## config.mk

```make
export PLATFORM = sky130hd
export DESIGN_NAME = regfile_wb_sequencer
export DESIGN_NICKNAME = d
export VERILOG_FILES = /design/src/rtl/regfile_pkg.sv /design/src/rtl/wb_fifo.sv /design/src/rtl/regfile_wb_sequencer.sv
export SDC_FILE = /design/constraint.sdc
export NUM_CORES = 1
export LEC_CHECK = 0
export BUFFER_PORTS_ARGS = -buffer_cell sky130_fd_sc_hd__buf_2
export CORE_AREA = 2 2 136 138
export DETAILED_ROUTE_END_ITERATION = 16
export DIE_AREA = 0 0 138 140
export PLACE_DENSITY = 0.79
export SLEW_MARGIN = 20
export SYNTH_ARGS = -nofsm -noshare
export SYNTH_HDL_FRONTEND = slang
export SYNTH_SLANG_ARGS = --single-unit
```

## constraint.sdc

```tcl
create_clock -name clk -period 3.3 [get_ports clk]
set_input_delay 0.165 -clock clk [delete_from_list [all_inputs] [get_ports clk]]
set_output_delay 0.165 -clock clk [all_outputs]
set_load 0.02 [all_outputs]
```

## src/rtl/regfile_pkg.sv

```systemverilog
// Shared widths and bundle types for the register-file write-back path.
// Included first; imported by wb_fifo and regfile_wb_sequencer.
package regfile_pkg;

  localparam int REG_ADDR_W = 5;
  localparam int DATA_W     = 32;
  localparam int RD_LSB     = 11;

  typedef struct packed {
    logic [REG_ADDR_W-1:0] dst;
    logic [DATA_W-1:0]     data;
  } wb_entry_t;

  // Write word carries only the destination field; every other bit is zero.
  function automatic logic [DATA_W-1:0] wb_instr(
    input logic [REG_ADDR_W-1:0] dst
  );
    logic [DATA_W-1:0] w;
    w = '0;
    w[RD_LSB +: REG_ADDR_W] = dst;
    return w;
  endfunction

endpackage

```

## src/rtl/wb_fifo.sv

```systemverilog
// Synchronous result FIFO with count/full/empty.
// All slots are exported so the sequencer can scan pending writes.
module wb_fifo
  import regfile_pkg::*;
#(
  parameter int DEPTH = 4,
  localparam int PW = $clog2(DEPTH)
) (
  input  logic                  clk,
  input  logic                  reset,
  input  logic                  clear,
  input  logic                  push,
  input  wb_entry_t             wr_entry,
  input  logic                  pop,
  output wb_entry_t [DEPTH-1:0] entries,
  output logic [PW-1:0]         head,
  output logic [PW:0]           count,
  output logic                  full,
  output logic                  empty
);

  wb_entry_t [DEPTH-1:0] mem;
  logic [PW-1:0] tail;
  logic wr;
  logic rd;

  assign full    = (count == (PW+1)'(DEPTH));
  assign empty   = (count == '0);
  assign wr      = push && !full;
  assign rd      = pop && !empty;
  assign entries = mem;

  always_ff @(posedge clk) begin
    if (reset || clear) begin
      head  <= '0;
      tail  <= '0;
      count <= '0;
    end else begin
      if (wr) tail <= tail + 1'b1;
      if (rd) head <= head + 1'b1;
      count <= count + (PW+1)'(wr) - (PW+1)'(rd);
    end
  end

  // Slot contents need no reset; validity comes from head/count.
  always_ff @(posedge clk) begin
    if (wr && !reset && !clear) mem[tail] <= wr_entry;
  end

endmodule

```

## src/rtl/regfile_wb_sequencer.sv

```systemverilog
// Buffers results and retires one register-file write per cycle.
// Define REGFILE_WB_BYPASS_EN to forward youngest pending data on q_*_data.
module regfile_wb_sequencer
  import regfile_pkg::*;
#(
  parameter int DEPTH = 4
) (
  input  logic                  clk,
  input  logic                  reset,
  input  logic                  res_valid,
  output logic                  res_ready,
  input  logic [REG_ADDR_W-1:0] res_dst,
  input  logic [DATA_W-1:0]     res_data,
  input  logic                  flush,
  input  logic                  wb_stall,
  output logic                  RegWrite,
  output logic [DATA_W-1:0]     instr,
  output logic [DATA_W-1:0]     Writedata,
  input  logic [REG_ADDR_W-1:0] q_rs,
  input  logic [REG_ADDR_W-1:0] q_rt,
  output logic                  q_rs_busy,
  output logic                  q_rt_busy,
  output logic [DATA_W-1:0]     q_rs_data,
  output logic [DATA_W-1:0]     q_rt_data
);

  localparam int PW = $clog2(DEPTH);

  wb_entry_t [DEPTH-1:0] entries;
  wb_entry_t             head_e;
  logic [PW-1:0]         head;
  logic [PW:0]           count;
  logic                  full;
  logic                  empty;
  logic                  push;
  logic                  pop;

  assign res_ready = !full;
  // x0 writes complete the handshake but are never stored.
  assign push   = res_valid && !full && !flush && (res_dst != '0);
  assign pop    = !empty && !wb_stall && !flush;
  assign head_e = entries[head];

  wb_fifo #(.DEPTH(DEPTH)) u_fifo (
    .clk      (clk),
    .reset    (reset),
    .clear    (flush),
    .push     (push),
    .wr_entry ('{dst: res_dst, data: res_data}),
    .pop      (pop),
    .entries  (entries),
    .head     (head),
    .count    (count),
    .full     (full),
    .empty    (empty)
  );

  always_ff @(posedge clk) begin
    if (reset) begin
      RegWrite  <= 1'b0;
      instr     <= '0;
      Writedata <= '0;
    end else if (pop) begin
      RegWrite  <= 1'b1;
      instr     <= wb_instr(head_e.dst);
      Writedata <= head_e.data;
    end else begin
      RegWrite  <= 1'b0;
    end
  end

  function automatic logic slot_hit(
    input int k,
    input logic [REG_ADDR_W-1:0] q
  );
    logic [PW-1:0] idx;
    idx = head + PW'(k);
    return ((PW+1)'(k) < count) && (entries[idx].dst == q);
  endfunction

  function automatic logic sb_busy(input logic [REG_ADDR_W-1:0] q);
    logic busy;
    busy = RegWrite && (instr[RD_LSB +: REG_ADDR_W] == q);
    for (int k = 0; k < DEPTH; k++) begin
      if (slot_hit(k, q)) busy = 1'b1;
    end
    return busy && (q != '0);
  endfunction

  assign q_rs_busy = sb_busy(q_rs);
  assign q_rt_busy = sb_busy(q_rt);

`ifdef REGFILE_WB_BYPASS_EN
  // Scan oldest to youngest so the tail-most match wins.
  function automatic logic [DATA_W-1:0] sb_data(
    input logic [REG_ADDR_W-1:0] q
  );
    logic [DATA_W-1:0] d;
    logic [PW-1:0] idx;
    d = '0;
    if (RegWrite && (instr[RD_LSB +: REG_ADDR_W] == q)) d = Writedata;
    for (int k = 0; k < DEPTH; k++) begin
      idx = head + PW'(k);
      if (slot_hit(k, q)) d = entries[idx].data;
    end
    return (q == '0) ? '0 : d;
  endfunction

  assign q_rs_data = sb_data(q_rs);
  assign q_rt_data = sb_data(q_rt);
`else
  assign q_rs_data = '0;
  assign q_rt_data = '0;
`endif

endmodule
```

**Word level (Yosys, flattened, before mapping)**

Cells that the tools add are included.

- Register bits: 193
- Output and inout bits: 132
- Input port bits: 52

- Reduce and logical (&&, ||, !) cells: 32
- Add/sub/neg operators: 6
- Equality and inequality tests: 11
- $lt $le $gt $ge: 10
- Multiplexer cells: 20

Operators by type and width:

| kind | count |
|---|---|
| 37-bit binary-select mux with 2-bit select | 4 |
| 37-bit 2-to-1 mux | 5 |
| 148-bit bitwise mux | 1 |
| 37-bit demux with 2-bit select | 1 |
| 5-bit equality test | 10 |
| 1-bit logical AND | 22 |
| 2-bit by 3-bit less-than comparator with 1-bit output, second input constant | 5 |
| 5-bit nonzero test | 3 |
| 1-bit 2-to-1 mux | 9 |
| 1-bit by 3-bit less-than comparator with 1-bit output, first input constant | 2 |
| 2-bit by 3-bit less-than comparator with 1-bit output, first input constant | 2 |
| 1-bit logical NOT | 5 |
| 2-bit by 1-bit adder with 2-bit output, second input constant | 2 |
| 2-bit adder, second input constant | 2 |
| 3-bit by 1-bit adder with 3-bit output | 1 |
| 3-bit equality test, second input constant | 1 |
| 3-bit logical NOT | 1 |
| 3-bit by 1-bit subtractor with 3-bit output | 1 |
| 2-bit by 1-bit >= comparator with 1-bit output, second input constant | 1 |
| 1-bit logical OR | 1 |

**Longest topological paths before layout**

- Depth in word-level cells: 9
- Mapped depth: 10

**Hierarchy**

From an unflattened synthesis, not the netlist that was laid out.

- Cells, all modules: 611
- Area, all modules: 8803.4 um^2

By module, submodules not included:

| module | instances | seq. area each (um^2) | cells an instance | area each (um^2) |
|---|---|---|---|---|
| wb_fifo | 1 | 4584.4 | 195 | 4882.2 |
| regfile_wb_sequencer | 1 | 760.7 | 416 | 3921.3 |

**Least setup slack after synthesis**

No wires, ideal clock.

- Kind: flip-flop to flip-flop
- Start point: register u_fifo.count[1]
- End point: register u_fifo.mem (netlist bit u_fifo.entries[0]) (enable)
- Data arrival time: 2.116 ns
- Period minus slack after synthesis: 2.514 ns
- Slack: 0.786 ns
- Stages on the path, launching flop included: 6
- Cell sequence: dfxtp_1 inv_1 nand3_1 nand3b_1 a21oi_1 and3_1

- Longest elaborated chain between the ends: 8

Ends and longest elaborated chain:

| what | line | text |
|---|---|---|
| start, declared | wb_fifo.sv:17 | `output logic [PW:0] count,` |
| start signal, assigned | wb_fifo.sv:41 | `count <= count + (PW+1)'(wr) - (PW+1)'(rd);` |
| 3-bit equality test * | wb_fifo.sv:27 | `assign full = (count == (PW+1)'(DEPTH));` |
| 1-bit logical NOT * | -- |  |
| net res_ready | regfile_wb_sequencer.sv:11 | `output logic res_ready,` |
| 1-bit logical AND (3 in series) | regfile_wb_sequencer.sv:40 | `assign push = res_valid && !full && !flush && (res_dst != '0);` |
| 1-bit logical AND * | wb_fifo.sv:29 | `assign wr = push && !full;` |
| 1-bit logical AND * (2 in series) | wb_fifo.sv:47 | `if (wr && !reset && !clear) mem[tail] <= wr_entry;` |
| end signal, assigned by index | wb_fifo.sv:47 |  |
| end, declared | wb_fifo.sv:22 | `wb_entry_t [DEPTH-1:0] mem;` |

Mark *: on every way through the listed nets, which the timed path passes. The rest lies on a longest branch.
A chain may end at the register's enable or synchronous reset.

**Final worst setup path**

- Start point: register u_fifo.head[0]
- End point: output q_rt_busy

- Longest elaborated chain between the ends: 9
- Elaborated cells between the ends (all ways): 24
- Those cells by class: add/sub (3); eq/ne (4); mux (12); reduce/logical (5)

Ends and longest elaborated chain:

| what | line | text |
|---|---|---|
| start, declared | wb_fifo.sv:16 | `output logic [PW-1:0] head,` |
| start signal, assigned | wb_fifo.sv:40 | `if (rd) head <= head + 1'b1;` |
| 2-bit by 1-bit adder with 2-bit output / 37-bit binary-select mux with 2-bit select (equally long branches) | regfile_wb_sequencer.sv:77, regfile_wb_sequencer.sv:78 |  |
| 37-bit binary-select mux with 2-bit select / 37-bit 2-to-1 mux (equally long branches) | regfile_wb_sequencer.sv:78 | `return ((PW+1)'(k) < count) && (entries[idx].dst == q);` |
| 37-bit 2-to-1 mux (not written as such) / 5-bit equality test (equally long branches) | regfile_wb_sequencer.sv:78 |  |
| 5-bit equality test / 1-bit logical AND (equally long branches) | regfile_wb_sequencer.sv:78 |  |
| 1-bit logical AND / 1-bit 2-to-1 mux (equally long branches) | regfile_wb_sequencer.sv:78, regfile_wb_sequencer.sv:85 |  |
| 1-bit 2-to-1 mux (2 in series) | regfile_wb_sequencer.sv:85 | `if (slot_hit(k, q)) busy = 1'b1;` |
| 1-bit 2-to-1 mux * | regfile_wb_sequencer.sv:85 |  |
| 1-bit logical AND * | regfile_wb_sequencer.sv:87 | `return busy && (q != '0);` |
| end, declared | regfile_wb_sequencer.sv:22 | `output logic q_rt_busy,` |

Every way passes the cells marked *; elsewhere a longest branch is shown, timed or not. The select of a mux whose other input is x is not followed.

==> summary.txt <==
Timing
  – F_max: 0.344 GHz
  – Setup Viol. Count Final: 0
  – Worst-Margin Slew: 0.837 ns
  – Slew Viols, Final: 0
  – Setup TNS: 0 ns
  – Final Hold Viols: 0
  – Tcrit/Tclk final: 0.880
  – Slew HR: 0.442
  – RSZ-0062 raised after global routing: no
  – Worst Skew: 0.0154 ns
  – Post-layout min period: 2.90 ns

Logic synthesis
  – Cells after Synth: 603
  – Sequential share of the synthesized area: 0.610
  – Post-synth EDFFs: 148
  – Cell variety after synth: 32
  – YS warnings: 0
  – Most frequent cell after synthesis: edfxtp_1
  – Top_reg_cell synth: edfxtp_1
  – Leading area contributor after synthesis: edfxtp_1
  – Async S/R FF share, synth: 0
  – Synthesized area: 8760 um^2
  – Synth top area share: 0.508
  – Syn avg cell area: 14.5 um^2
  – Synth cell count leaders: edfxtp_1, buf_4, nand2_1
  – Synth area leaders: edfxtp_1, mux4_2, dfxtp_1
  – Yosys reg bits: 193

Cells and area
  – N_diodes: 0
  – Layout cell share with drive strength beyond 1: 0.260
  – Final Net Count: 786
  – Number of fill cells: 1421
  – Finished Core Util: 0.568
  – Area grow syn2layout: 15.4%

Worst setup path
  – CP arrival: 2.74 ns
  – Startpoint class of the critical path: flop
  – FF-to-FF path depth: 6
  – WS Path Type: reg -> out
  – Critical R2R Launch: u_fifo.count[1]$_SDFF_PP0_
  – R2r endpoint: u_fifo.entries[58]$_DFFE_PP_
  – R2r setup slk: 0.97 ns
  – Critical Path Fanout Max: 28
  – Nature of the critical path endpoint: primary output
  – Worst path required time: 3.13 ns

Worst hold path
  – WHS Endpoint: u_fifo.count[1]$_SDFF_PP0_
  – Hold Crit Depth: 3
  – Hold Path Class: in -> reg
  – Hold Startpoint: flush

Place
  – Port buffer count: 92
  – Post-DP HPWL: 11100 um
  – GP Congestion: 0.865

Clocking
  – # H-tree levels: 4
  – Clock transition at path regs: 0.07 ns
  – CTS tree: done
  – Clock Path Buffers: 2
  – CTS sink count: 193
  – Total setup buffers inserted after CTS: 0
  – Clock latency at the later pin of the worst-skew pair: 0.43 ns
  – Root buffer cell: clkbuf_16
  – CTS buffer count: 17

Floorplanning
  – Die height: 140 um
  – Total core area: 17800 um^2
  – Die width: 138 um
  – Placement Rows: 49
  – IO Pins: 184
  – Initial Util: 0.492
  – Die area: 19300 um^2

Power and ir drop
  – Max IR drop VDD: 443 uV
  – P_leak: 3.65 nW
  – Pwr/cell area: 499 nW/um^2

GRT
  – Met3 GRT Util: 0.0338
  – Met2 Track Usage GR: 0.322
  – Initial antenna violation count: 0
  – Vias in the first global route: 4978
  – Met1 Use GR: 0.213
  – All-Layer GR Usage: 0.178
  – Largest net degree at the start of global routing: 41
  – First-pass GRT wire length: 26600 um
  – Gr busiest metal: met2
  – Grt ovf: 0

Detailed routing
  – Final wirelength: 16900 um
  – Vias: 4978
  – TritonRoute pass-1 iters: 6
  – Avg WL per Cell: 17.5 um
  – DRT iter0 DRCs: 253
  – Final ANT Viol Nets: 0
  – DRC Markers: 0
  – Routed vias/inst: 5.15

Job
  – Max cap viols: 0

Outcome
  – Outcome: completed
==> metal layers <==
metal / part of all wire / vias up
li1: - / 2262
met1: 0.40 / 2498
met2: 0.53 / 192
met3: 0.050 / 26
met4: 0.019 / 0
met5: 0 / -
==> kinds of logic (layout without fill, tap and decap cells) <==
logic type / count (synthesis) / in the layout / synth area share
simple gates: 116 / 116 / 0.0592
flops: 193 / 193 / 0.610
buf+inv: 133 / 178 / 0.100
other cells: 1 / 91 / 0.000428
compound gates: 44 / 44 / 0.0270
xor+xnor: 54 / 54 / 0.0540
mux: 53 / 53 / 0.135
fa+ha+maj: 9 / 9 / 0.0137
==> layout by cell type (no fill, tap or decap), types with 2 or more instances in the layout <==
master	instances
conb_1	91
bufinv_16	2
inv_1	8
buf_4	5
nand3_1	9
nor3_1	2
o31ai_1	2
dfxtp_1	43
nand4_1	3
inv_8	3
xor2_1	33
a21oi_1	39
buf_12	4
nor2_1	8
edfxtp_1	148
and2_1	2
and3_2	4
xnor2_1	21
dlygate4sd3_1	37
clkbuf_16	17
nor4_1	5
clkinv_4	4
nor4_2	2
or4_1	2
o22a_1	2
nand2_1	76
inv_6	2
ha_1	8
mux4_2	52
buf_2	92
==> sequential cells by signal (all words and copies together) (netlist names) <==
| register | cells |
|---|---|
| instr | 5 |
| RegWrite | 1 |
| u_fifo.tail | 2 |
| u_fifo.entries | 148 |
| Writedata | 32 |
| u_fifo.head | 2 |
| u_fifo.count | 3 |
==> repair_timing <==
action	4_1_cts	5_1_grt
hold buffers	37	0
endpoints found under the hold margin	148	0
gates resized for setup	0	0
==> layout make-up <==
type / instances / area, um^2 / area share
Clock inverter: 14 / 171 / 0.0170
Tap cell: 229 / 287 / 0.0284
Inverter: 8 / 30.0 / 0.00297
Multi-Input combinational cell: 367 / 2880 / 0.285
Sequential cell: 193 / 5350 / 0.530
Timing Repair Buffer: 138 / 948 / 0.0939
Clock buffer: 18 / 439 / 0.0435
==> report_power, final <==
part	total, mW	switching (mW)	internal, mW
logic	0.334	0.224	0.109
registers	2.64	0.0121	2.63
clock network	2.06	0.900	1.16
==> through the flow <==
step	area (um^2)	total power [mW]	std cells	hold WS [ns]	setup slack (ns)
6_report	10100	5.04	967	0.129	0.397
5_1_grt	10100	5.19	967	0.141	0.164
4_1_cts	10100	5.08	967	0.113	0.368
3_5_place_dp	9120	2.99	898	0.385	0.837
3_3_place_gp	9120	2.99	898	0.381	0.852
2_1_floorplan	9090	2.99	693	0.264	0.786
==> critical path, cell delays in order (launching register included) <==
cell and delay [ns]:
dfxtp_4 0.65, mux4_2 0.62, xor2_1 0.17, nor4_2 0.27, nand3_1 0.11, o311ai_1 0.12
o22a_1 0.20, buf_2 0.15
==> how the worst max path moves through the flow <==
stage,to,startpoint,slack [ns]
detailed placement,q_rt_busy,u_fifo.head[0]$_SDFFE_PP0P_,0.84
floorplan,u_fifo.entries[0]$_DFFE_PP_,u_fifo.count[1]$_SDFF_PP0_,0.79
finish,q_rt_busy,u_fifo.head[0]$_SDFFE_PP0P_,0.40
CTS,q_rt_busy,u_fifo.head[0]$_SDFFE_PP0P_,0.37
global placement,q_rt_busy,u_fifo.head[0]$_SDFFE_PP0P_,0.85
global route,q_rt_busy,u_fifo.head[0]$_SDFFE_PP0P_,0.16
No activity file was read; power rests on OpenSTA's default activity.
